`config.mk`:
```
export PLATFORM = sky130hd
export DESIGN_NAME = dmem_core_port
export DESIGN_NICKNAME = d
export VERILOG_FILES = /design/src/rtl/dmem_core_port.sv
export SDC_FILE = /design/constraint.sdc
export NUM_CORES = 1
export LEC_CHECK = 0
export ABC_AREA = 1
export CAP_MARGIN = 20
export CORE_MARGIN = 4
export CORE_UTILIZATION = 53
export CTS_CLUSTER_SIZE = 16
export DETAILED_ROUTE_END_ITERATION = 16
export HOLD_SLACK_MARGIN = 0.15
export PLACE_DENSITY = 0.86
export SLEW_MARGIN = 20
export SYNTH_ARGS = -nofsm -noshare
export SYNTH_HDL_FRONTEND = slang
export SYNTH_SLANG_ARGS = --single-unit
```
`constraint.sdc`:
```
create_clock -name clk -period 4.4 [get_ports clk]
set_input_delay 1.32 -clock clk [delete_from_list [all_inputs] [get_ports clk]]
set_output_delay 1.32 -clock clk [all_outputs]
set_load 0.01 [all_outputs]
```
`src/rtl/dmem_core_port.sv`:
```
// dmem_core_port
// Core-side initiator for one port of the shared dual-port data RAM.
// It accepts single or burst read/write requests from a load/store unit and
// sequences the RAM's level-driven RD/WR/address/data pins. Read words come
// back as a valid-strobed stream. A burst whose last word would reach or pass
// MEM_DEPTH is rejected before any RAM access.
//
// Ports:
//   clk, rst_n            clock, asynchronous active-low reset
//   req_valid/req_ready   request handshake (accepted only in IDLE)
//   req_we/addr/len       burst direction, start word, length minus one
//   wdata/valid/ready     write-word handshake (taken only in WR_WAIT)
//   rdata/rdata_valid     read word, valid for one cycle, no backpressure
//   done/err              one-cycle burst-end pulse, err when rejected
//   mem_addr/din/wr/rd    RAM ADDBUS/DATAIN/WR/RD
//   mem_dout              RAM DATAOUT
//
// All outputs are registered. Each is loaded from the next-state decode, so
// its value always matches the state it is presented in.
module dmem_core_port #(
  parameter int AW        = 16,
  parameter int DW        = 16,
  parameter int MEM_DEPTH = 1024
) (
  input  logic          clk,
  input  logic          rst_n,
  input  logic          req_valid,
  output logic          req_ready,
  input  logic          req_we,
  input  logic [AW-1:0] req_addr,
  input  logic [7:0]    req_len,
  input  logic [DW-1:0] wdata,
  input  logic          wdata_valid,
  output logic          wdata_ready,
  output logic [DW-1:0] rdata,
  output logic          rdata_valid,
  output logic          done,
  output logic          err,
  output logic [AW-1:0] mem_addr,
  output logic [DW-1:0] mem_din,
  output logic          mem_wr,
  output logic          mem_rd,
  input  logic [DW-1:0] mem_dout
);

  typedef enum logic [2:0] {
    S_IDLE    = 3'd0,
    S_RD_ON   = 3'd1,
    S_RD_OFF  = 3'd2,
    S_WR_WAIT = 3'd3,
    S_WR_ON   = 3'd4,
    S_DONE    = 3'd5
  } state_t;

  state_t        state_r, state_s;
  logic [AW-1:0] cur_addr_r, cur_addr_s;
  logic [7:0]    remain_r, remain_s;
  logic          err_pending_r, err_pending_s;

  logic [AW:0]   end_addr_s;
  logic          over_s;

  logic          req_ready_r, wdata_ready_r, rdata_valid_r, done_r, err_r;
  logic          mem_wr_r, mem_rd_r;
  logic [AW-1:0] mem_addr_r;
  logic [DW-1:0] mem_din_r, rdata_r;

  // Last word address of the requested burst, one bit wider so it cannot wrap.
  assign end_addr_s = {1'b0, req_addr} + {{(AW-7){1'b0}}, req_len};
  assign over_s     = (end_addr_s >= (AW+1)'(MEM_DEPTH));

  // Next-state and burst-bookkeeping decode.
  always_comb begin
    state_s       = state_r;
    cur_addr_s    = cur_addr_r;
    remain_s      = remain_r;
    err_pending_s = err_pending_r;
    case (state_r)
      S_IDLE: begin
        if (req_valid) begin
          cur_addr_s = req_addr;
          remain_s   = req_len;
          if (over_s) begin
            err_pending_s = 1'b1;
            state_s       = S_DONE;
          end else if (req_we) begin
            state_s = S_WR_WAIT;
          end else begin
            state_s = S_RD_ON;
          end
        end else begin
          state_s = S_IDLE;
        end
      end
      S_RD_ON: begin
        state_s = S_RD_OFF;
      end
      S_RD_OFF: begin
        // Dropping RD here gives the RAM one rising RD edge per word.
        if (remain_r == 8'd0) begin
          state_s = S_DONE;
        end else begin
          remain_s   = remain_r - 8'd1;
          cur_addr_s = cur_addr_r + {{(AW-1){1'b0}}, 1'b1};
          state_s    = S_RD_ON;
        end
      end
      S_WR_WAIT: begin
        if (wdata_valid) begin
          state_s = S_WR_ON;
        end else begin
          state_s = S_WR_WAIT;
        end
      end
      S_WR_ON: begin
        if (remain_r == 8'd0) begin
          state_s = S_DONE;
        end else begin
          remain_s   = remain_r - 8'd1;
          cur_addr_s = cur_addr_r + {{(AW-1){1'b0}}, 1'b1};
          state_s    = S_WR_WAIT;
        end
      end
      S_DONE: begin
        err_pending_s = 1'b0;
        state_s       = S_IDLE;
      end
      default: begin
        err_pending_s = 1'b0;
        state_s       = S_IDLE;
      end
    endcase
  end

  // State, burst bookkeeping and registered outputs.
  always_ff @(posedge clk or negedge rst_n) begin
    if (!rst_n) begin
      state_r       <= S_IDLE;
      cur_addr_r    <= {AW{1'b0}};
      remain_r      <= 8'd0;
      err_pending_r <= 1'b0;
      req_ready_r   <= 1'b1;
      wdata_ready_r <= 1'b0;
      rdata_valid_r <= 1'b0;
      done_r        <= 1'b0;
      err_r         <= 1'b0;
      mem_wr_r      <= 1'b0;
      mem_rd_r      <= 1'b0;
      mem_addr_r    <= {AW{1'b0}};
      mem_din_r     <= {DW{1'b0}};
      rdata_r       <= {DW{1'b0}};
    end else begin
      state_r       <= state_s;
      cur_addr_r    <= cur_addr_s;
      remain_r      <= remain_s;
      err_pending_r <= err_pending_s;
      req_ready_r   <= (state_s == S_IDLE);
      wdata_ready_r <= (state_s == S_WR_WAIT);
      rdata_valid_r <= (state_s == S_RD_OFF);
      done_r        <= (state_s == S_DONE);
      err_r         <= (state_s == S_DONE) && err_pending_s;
      mem_wr_r      <= (state_s == S_WR_ON);
      mem_rd_r      <= (state_s == S_RD_ON);
      // Address only moves when a RAM access starts; it holds otherwise.
      if ((state_s == S_RD_ON) || (state_s == S_WR_ON)) begin
        mem_addr_r <= cur_addr_s;
      end
      // The RAM drives DATAOUT while RD is high; capture at the closing edge.
      if (state_r == S_RD_ON) begin
        rdata_r <= mem_dout;
      end
      if ((state_r == S_WR_WAIT) && wdata_valid) begin
        mem_din_r <= wdata;
      end
    end
  end

  assign req_ready   = req_ready_r;
  assign wdata_ready = wdata_ready_r;
  assign rdata_valid = rdata_valid_r;
  assign rdata       = rdata_r;
  assign done        = done_r;
  assign err         = err_r;
  assign mem_wr      = mem_wr_r;
  assign mem_rd      = mem_rd_r;
  assign mem_addr    = mem_addr_r;
  assign mem_din     = mem_din_r;

endmodule

```
==> key figures, run 1 <==
Flow run
  – Number of max-cap violations: 0

Logic synthesis
  – Largest area contributor in the netlist: dfrtp_1
  – Main synth FF type: dfrtp_1
  – Most frequent cells after synthesis: nand2_1 (220), dfrtp_1 (82), inv_1 (58)
  – Mapped Area: 4420 sq um
  – Yosys cell types: 41
  – Ys async rst share: 1.00
  – Cell count after synthesis: 574
  – Top cells by area, synth: dfrtp_1 (46%), nand2_1 (19%), inv_1 (4.9%)
  – Synth Register Bits: 83
  – Synth warn: 0
  – Most frequent cell after synthesis: nand2_1
  – Net count after synthesis: between 600 and 700
  – Seq/Total Area, Yosys: 0.470
  – EDFF count, synth: 0
  – Syn_area_per_cell: 7.70 sq um
  – Top cell type's share of synthesized area: 0.464

Global routing
  – GR Overflow Total: 0
  – Number of global-route vias before repair: between 4k and 5k
  – First-pass GRT wire length: 19.7 mm
  – Pin count of the biggest net entering global routing: 84
  – Total GRT Usage: 0.247
  – Met3 usage: 0.0456
  – GRT met2 Usage: 0.423
  – Initial antenna violation count: 0
  – Gr busiest metal: met2
  – GRT met1 Usage: 0.312

Timing
  – Max Transition Viols Final: 0
  – Max_slew headroom: 0.458
  – Post-route setup TNS: 0 ps
  – Fin. Hold Viols: 0
  – Worst hold margin: 479 ps
  – Period Utilization, post-route: 0.807
  – Setup Viol. Count Final: 0
  – Worst-Margin Slew: 809 ps
  – Fin crit period: 3550 ps
  – RSZ-0062 raised after global routing: false
  – Clock skew: around 7.3 ps
  – Peak Freq: 0.282 GHz

Critical path
  – CP arrival: about 3900 ps
  – FF-to-FF End: remain_r[3]
  – R2R depth: 10
  – CP max FO: 17
  – CP Class: in -> reg
  – Reg2Reg Setup Slack: 1270 ps
  – CP Launch Type: primary input
  – FF-to-FF Start: state_r[2]
  – CP endpoint kind: flip-flop
  – Worst EP required: 4700 ps

CTS
  – Hold-fix buffers, CTS: 0
  – Clock buffer depth: 2
  – CTS Sinks: 83
  – CTS H-tree depth: 3
  – Clock Latency Late Sink: around 360 ps
  – # Post-CTS Setup Buffers: 0
  – Clk slew on worst S/H paths: 90 ps
  – Post_cts resized: 0
  – CTS buffer count: 9
  – Root Buffer: clkbuf_8
  – CTS tree: built

Detailed routing
  – Vias per inst: 5.44
  – DR vias: 4,344
  – Remaining DRCs: 0
  – Drt wl/cell: 15.0 um
  – Detailed Route WL: 12.0 mm
  – Final ANT Viol Nets: 0
  – Drt initial violations: approximately 360
  – Pre-Repair DR Iteration Count: 5

Finish
  – Layout area overhead: 32.7%
  – Layout cells sized above 1: 0.0577
  – Final nets: 760
  – Ant. Diodes: 0
  – Fillers: 629
  – Fin util: 0.718

Power and ir drop
  – Logic gate share of total power: 0.508
  – P_leak: 0.00285 uW
  – Pwr dens: 671 nW/um^2
  – Switching share of power: 0.426
  – Sw Pwr: 1680 uW
  – Overall power: 3940 uW
  – VDD IR max: 420 uV
  – Clk pwr share: 0.147
  – Flop pwr share: 0.345
  – Int Pwr: 2260 uW

Floorplanning
  – Row cnt: 33
  – Initial Util: 0.541
  – Chip width: roughly 99 um
  – Die H: between 90 and 100 um
  – Die Area: 9870 sq um
  – Boundary Pins: 116
  – Core ar.: 8180 sq um

Min path
  – Hold Path Depth: 2
  – Hold path endpoint: rdata[4]
  – Min-delay src: rdata[4]
  – Hold Crit Class: reg -> reg

Place
  – Port Buffers: 115
  – Final Wtd Congestion: 0.921
  – Hpwl dp: 8.92 mm

Outcome
  – Status: finished clean
-- cell families (layout without fill, tap and decap cells) --
family / count (synthesis) / count (layout) / synth area share
fa+ha+maj: 11 / 11 / 0.0328
xor+xnor: 7 / 7 / 0.0139
simple gates: 332 / 332 / 0.321
mux: 1 / 1 / 0.00226
buf+inv: 77 / 196 / 0.0696
compound gates: 63 / 63 / 0.0906
flops: 83 / 83 / 0.470
-- cells in the final DEF, fill, tap and decap left out, drive strengths merged, types with 2 or more instances in the layout --
cell type        n
nand2          226
clkdlybuf4s50  114
dfrtp           82
inv             64
nand3           43
nor2            38
o21ai           24
nor3            13
a21oi           12
ha              10
clkbuf          10
o211ai           8
a22oi            6
nor4             4
xor2             4
buf              4
nand4            3
xnor2            3
o221ai           3
nand3b           3
a22o             3
a31oi            2
clkinv           2
-- state kept, by name, indices dropped and copies added (netlist names) --
register       flops
cur_addr_r        16
mem_addr          16
mem_din           16
rdata             16
remain_r           8
state_r            3
done               1
err                1
err_pending_r      1
mem_rd             1
mem_wr             1
rdata_valid        1
req_ready          1
wdata_ready        1
-- stage by stage --
| step | instance area (sq um) | setup WS, ps | std cells |
|---|---|---|---|
| after global placement | 5650 | 590 | 782 |
| after detailed placement | 5650 | 497 | 782 |
| after global routing | 5870 | 632 | 798 |
| final | 5870 | 849 | 798 |
| after CTS | 5860 | 865 | 798 |
| after floorplan | 4420 | 1180 | 574 |
-- worst max-delay path: stages --
cell	delay, ps
clkdlybuf4s50_1	440
ha_1	250
fa_1	390
nand2_1	80
nand2_1	50
nand2_1	60
nand2_1	60
nand2_1	80
nand3b_1	80
nand2_1	70
nand2_1	80
nor2_4	110
nand3_2	120
nand2_2	100
nor2_1	60
nand2_2	270
nand3_1	130
nand2_1	90
-- layer usage --
metal,wire [um],vias to the layer above
li1,-,2075
met5,0,-
met4,333,0
met1,4910,2062
met3,673,34
met2,6060,173
-- layout make-up --
type / instances / area (sq um) / share of cell area
Timing Repair Buffer: 118 / 1170 / 0.200
Inverter: 62 / 233 / 0.0397
Tap cell: 105 / 131 / 0.0224
Sequential cell: 83 / 2080 / 0.354
Clock buffer: 10 / 138 / 0.0235
Multi-Input combinational cell: 414 / 2040 / 0.348
Clock inverter: 6 / 71.3 / 0.0122
-- power groups by stage --
stage | clock network [uW] | registers (uW) | logic (uW)
floorplan | 0 | 1430 | 1090
global placement | 0 | 1340 | 1910
detailed placement | 0 | 1360 | 1980
CTS | 590 | 1350 | 2000
global route | 624 | 1400 | 2220
finish | 579 | 1360 | 2000
-- how the worst max path moves through the flow --
stage                         endpoint  cells after the start  slack, ps        start
after floorplan           mem_addr[11]                     19       1180  req_addr[0]
after global placement     mem_addr[4]                     18        590  req_addr[0]
after detailed placement  mem_addr[10]                     18        500  req_addr[0]
after CTS                 mem_addr[10]                     18        870  req_addr[0]
after global routing      mem_addr[10]                     18        630  req_addr[0]
final                     mem_addr[10]                     18        850  req_addr[0]
No activity file was read; power rests on OpenSTA's default activity.
==> run 2, diff against run 1 <==
--- a/config.mk
+++ b/config.mk
@@ -8,11 +8,11 @@
 export ABC_AREA = 1
 export CAP_MARGIN = 20
 export CORE_MARGIN = 4
-export CORE_UTILIZATION = 53
+export CORE_UTILIZATION = 44
 export CTS_CLUSTER_SIZE = 16
 export DETAILED_ROUTE_END_ITERATION = 16
 export HOLD_SLACK_MARGIN = 0.15
-export PLACE_DENSITY = 0.86
+export PLACE_DENSITY = 0.76
 export SLEW_MARGIN = 20
 export SYNTH_ARGS = -nofsm -noshare
 export SYNTH_HDL_FRONTEND = slang
==> constraint.sdc (replaced) <==
create_clock -name clk -period 2.88 [get_ports clk]
set_input_delay 0.864 -clock clk [delete_from_list [all_inputs] [get_ports clk]]
set_output_delay 0.864 -clock clk [all_outputs]
set_load 0.01 [all_outputs]
==> run 2 against run 1 <==
Compared with the run above: via count is essentially flat; clock power grew 41%; critical endpoint is now mem_addr[0]; clock skew grew 11 ps; critical path depth is the same; sequential cell count is the same; clock-buffer cell count shrank 1.
==> key figures, run 2 (synthesis gave the netlist of run 1 again) <==
Outcome
  – Status: finished clean

CTS
  – CTS tree: built
  – Hold-fix buffers, CTS: 0 (unchanged)
  – Clock buffer depth: 2 (unchanged)
  – Clk slew on worst S/H paths: 80 ps (about the same)
  – Clock Latency Late Sink: 350 ps (about the same)
  – CTS Sinks: 83 (unchanged)
  – Root Buffer: clkbuf_8
  – CTS buffer count: 9 (unchanged)
  – CTS H-tree depth: 3 (unchanged)

Detailed routing
  – Pre-Repair DR Iteration Count: 5 (unchanged)
  – Vias per inst: 5.03 (-7.6%)
  – Drt initial violations: 270 (-25%)
  – Drt wl/cell: 14.6 um (-3.0%)
  – DR vias: 4,347 (+0.069%)
  – Met3 wire len: 805 um (+20%)
  – Highest routed metal layer: met4
  – Detailed Route WL: 12.6 mm (+5.1%)
  – Final ANT Viol Nets: 0 (unchanged)
  – Remaining DRCs: 0 (unchanged)
  – WL met1: 5.26 mm (+7.2%)
  – Met2 routed WL: 6.31 mm (+4.0%)

Floorplanning
  – Row cnt: 36 (+9.1%)
  – Boundary Pins: 116 (unchanged)
  – Die H: 108 um (+9.0%)
  – Chip width: 108 um (+9.0%)
  – Die Area: 11,700 sq um (+19%)
  – Initial Util: 0.452 (-0.0885)
  – Core ar.: 9770 sq um (+20%)

Global routing
  – Total GRT Usage: 0.220 (-0.0272)
  – GR Overflow Total: 0 (unchanged)
  – Pin count of the biggest net entering global routing: 52 (-38%)
  – Initial antenna violation count: 0 (unchanged)
  – First-pass GRT wire length: 20.4 mm (+3.7%)
  – Number of global-route vias before repair: 4,293 (+2.0%)

Finish
  – Final nets: 799 (+5.1%)
  – Layout cells sized above 1: 0.145 (+0.0873)
  – Layout area overhead: 44.5%
  – Commonest non-fill, non-tap cell in the layout: nand2_1
  – Most frequent cells in the layout: nand2_1 (206), clkdlybuf4s50_1 (96), dfrtp_1 (82)
  – Fillers: 847 (+35%)
  – Finished Layout Cells: 864 (+8.3%)
  – Reg area: 2080 sq um (unchanged)
  – Fin util: 0.654 (-0.0640)
  – Finished Cell Area: 6390 sq um (+8.9%)
  – Multi-input logic area: 2200 sq um (+8.0%)
  – Ant. Diodes: 0 (unchanged)

Power and ir drop
  – Pwr dens: 996 nW/um^2 (+48%)
  – P_leak: 0.00316 uW (+11%)
  – VDD IR max: 611 uV (+45%)
  – Overall power: 6360 uW (+62%)

Place
  – Port Buffers: 115 (unchanged)
  – Final Wtd Congestion: 0.857 (-7.0%)
  – Hpwl dp: 9.39 mm (+5.2%)
  – Placed inst area: 5960 sq um (+5.6%)
  – Placed cells: 844 (+7.9%)

Timing
  – Period Utilization, post-route: 0.955
  – Peak Freq: 0.364 GHz
  – Post-route setup TNS: 0 ps (unchanged)
  – Setup Viol. Count Final: 0 (unchanged)
  – Fin crit period: between 2000 and 3000 ps
  – RSZ-0062 raised after global routing: false
  – Max Transition Viols Final: 0 (unchanged)
  – Worst-Margin Slew: 608 ps (-201 ps)
  – Max_slew headroom: 0.592 (+0.135)
  – Clock skew: 18.2 ps (+10.9 ps)
  – Fin. Hold Viols: 0 (unchanged)

Critical path
  – Reg2Reg Setup Slack: 350 ps (-920 ps)
  – Worst path cell trace: dlygate4sd2_1 -> ha_4 -> nand2_1 -> nor2_2 -> buf_4 -> nand3_1 -> nand3_1 -> nand2_1 -> nand2_1 -> nand2_2 -> nor2_4 -> nand2_2 -> nand2_4 -> nand2_4 -> o21bai_4 -> buf_12 -> nand2_1 -> nand2_1
  – CP Launch Type: primary input
  – CP Class: in -> reg
  – CP endpoint kind: flip-flop
  – Worst EP required: 3160 ps (-1540 ps)
  – Worst path slowest cell: dlygate4sd2_1
  – Crit-path most repeated cell: nand2_1
  – CP max FO: 8 (-9)
  – Max incr delay on CP: 280 ps (-160 ps)
  – CP arrival: 3030 ps (-820 ps)

Min path
  – Hold Crit Class: in -> async

Flow run
  – Number of max-cap violations: 0 (unchanged)
[run 2: cell type report]
type	count	area share
multi-input combinational	415	0.345
sequential	83	0.325
timing repair buffer	156	0.238
inverter	62	0.0364
tap	133	0.0260
clock buffer	9	0.0194
clock inverter	6	0.0102
[run 2: path summary, 6_finish.rpt]
kind | start | end | cells past startpoint
max in group asynchronous | rst_n | req_ready | 2
setup / recovery | req_len[7] | mem_addr[0] | 18
setup reg to reg | remain_r[0] | mem_addr[0] | 11
hold / removal | rst_n | rdata[1] | 1
hold reg to reg | rdata[1] | rdata[1] | 2
min in group clk | rdata[1] | rdata[1] | 2
[run 2: where the power goes]
part           internal (uW)  switching, uW  total, uW
combinational           1560           1910       3480
clock                    398            422        819
sequential              1720            343       2070
total                   3680           2680       6360
[run 2: timing repair]
item                       CTS  global route
buffers inserted             3             0
pin swaps                   14            20
hold endpoints to repair     0             0
cloned                       2             0
setup endpoints to repair   17            17
resized for setup           25            30
[run 2: worst max-delay path, delay by kind of cell]
kind            cells  cell delay (ps)
simple gates       13             1070
compound gates      1              240
buf+inv             3              560
fa+ha+maj           1              280
[run 2: through the flow]
| stage | hold WS [ps] | worst slack [ps] |
|---|---|---|
| finish | 472 | 130 |
| CTS | 465 | 13.7 |
| floorplan | 466 | 121 |
| detailed placement | 462 | -523 |
| global placement | 453 | -426 |
| global route | 467 | 1.54 |
[run 2: per-layer routing]
| layer | vias to the layer above | track usage |
|---|---|---|
| met1 | 2041 | 0.281 |
| met2 | 140 | 0.382 |
| li1 | 2148 | - |
| met3 | 18 | 0.0442 |
| met5 | - | 0 |
| met4 | 0 | 0.0559 |
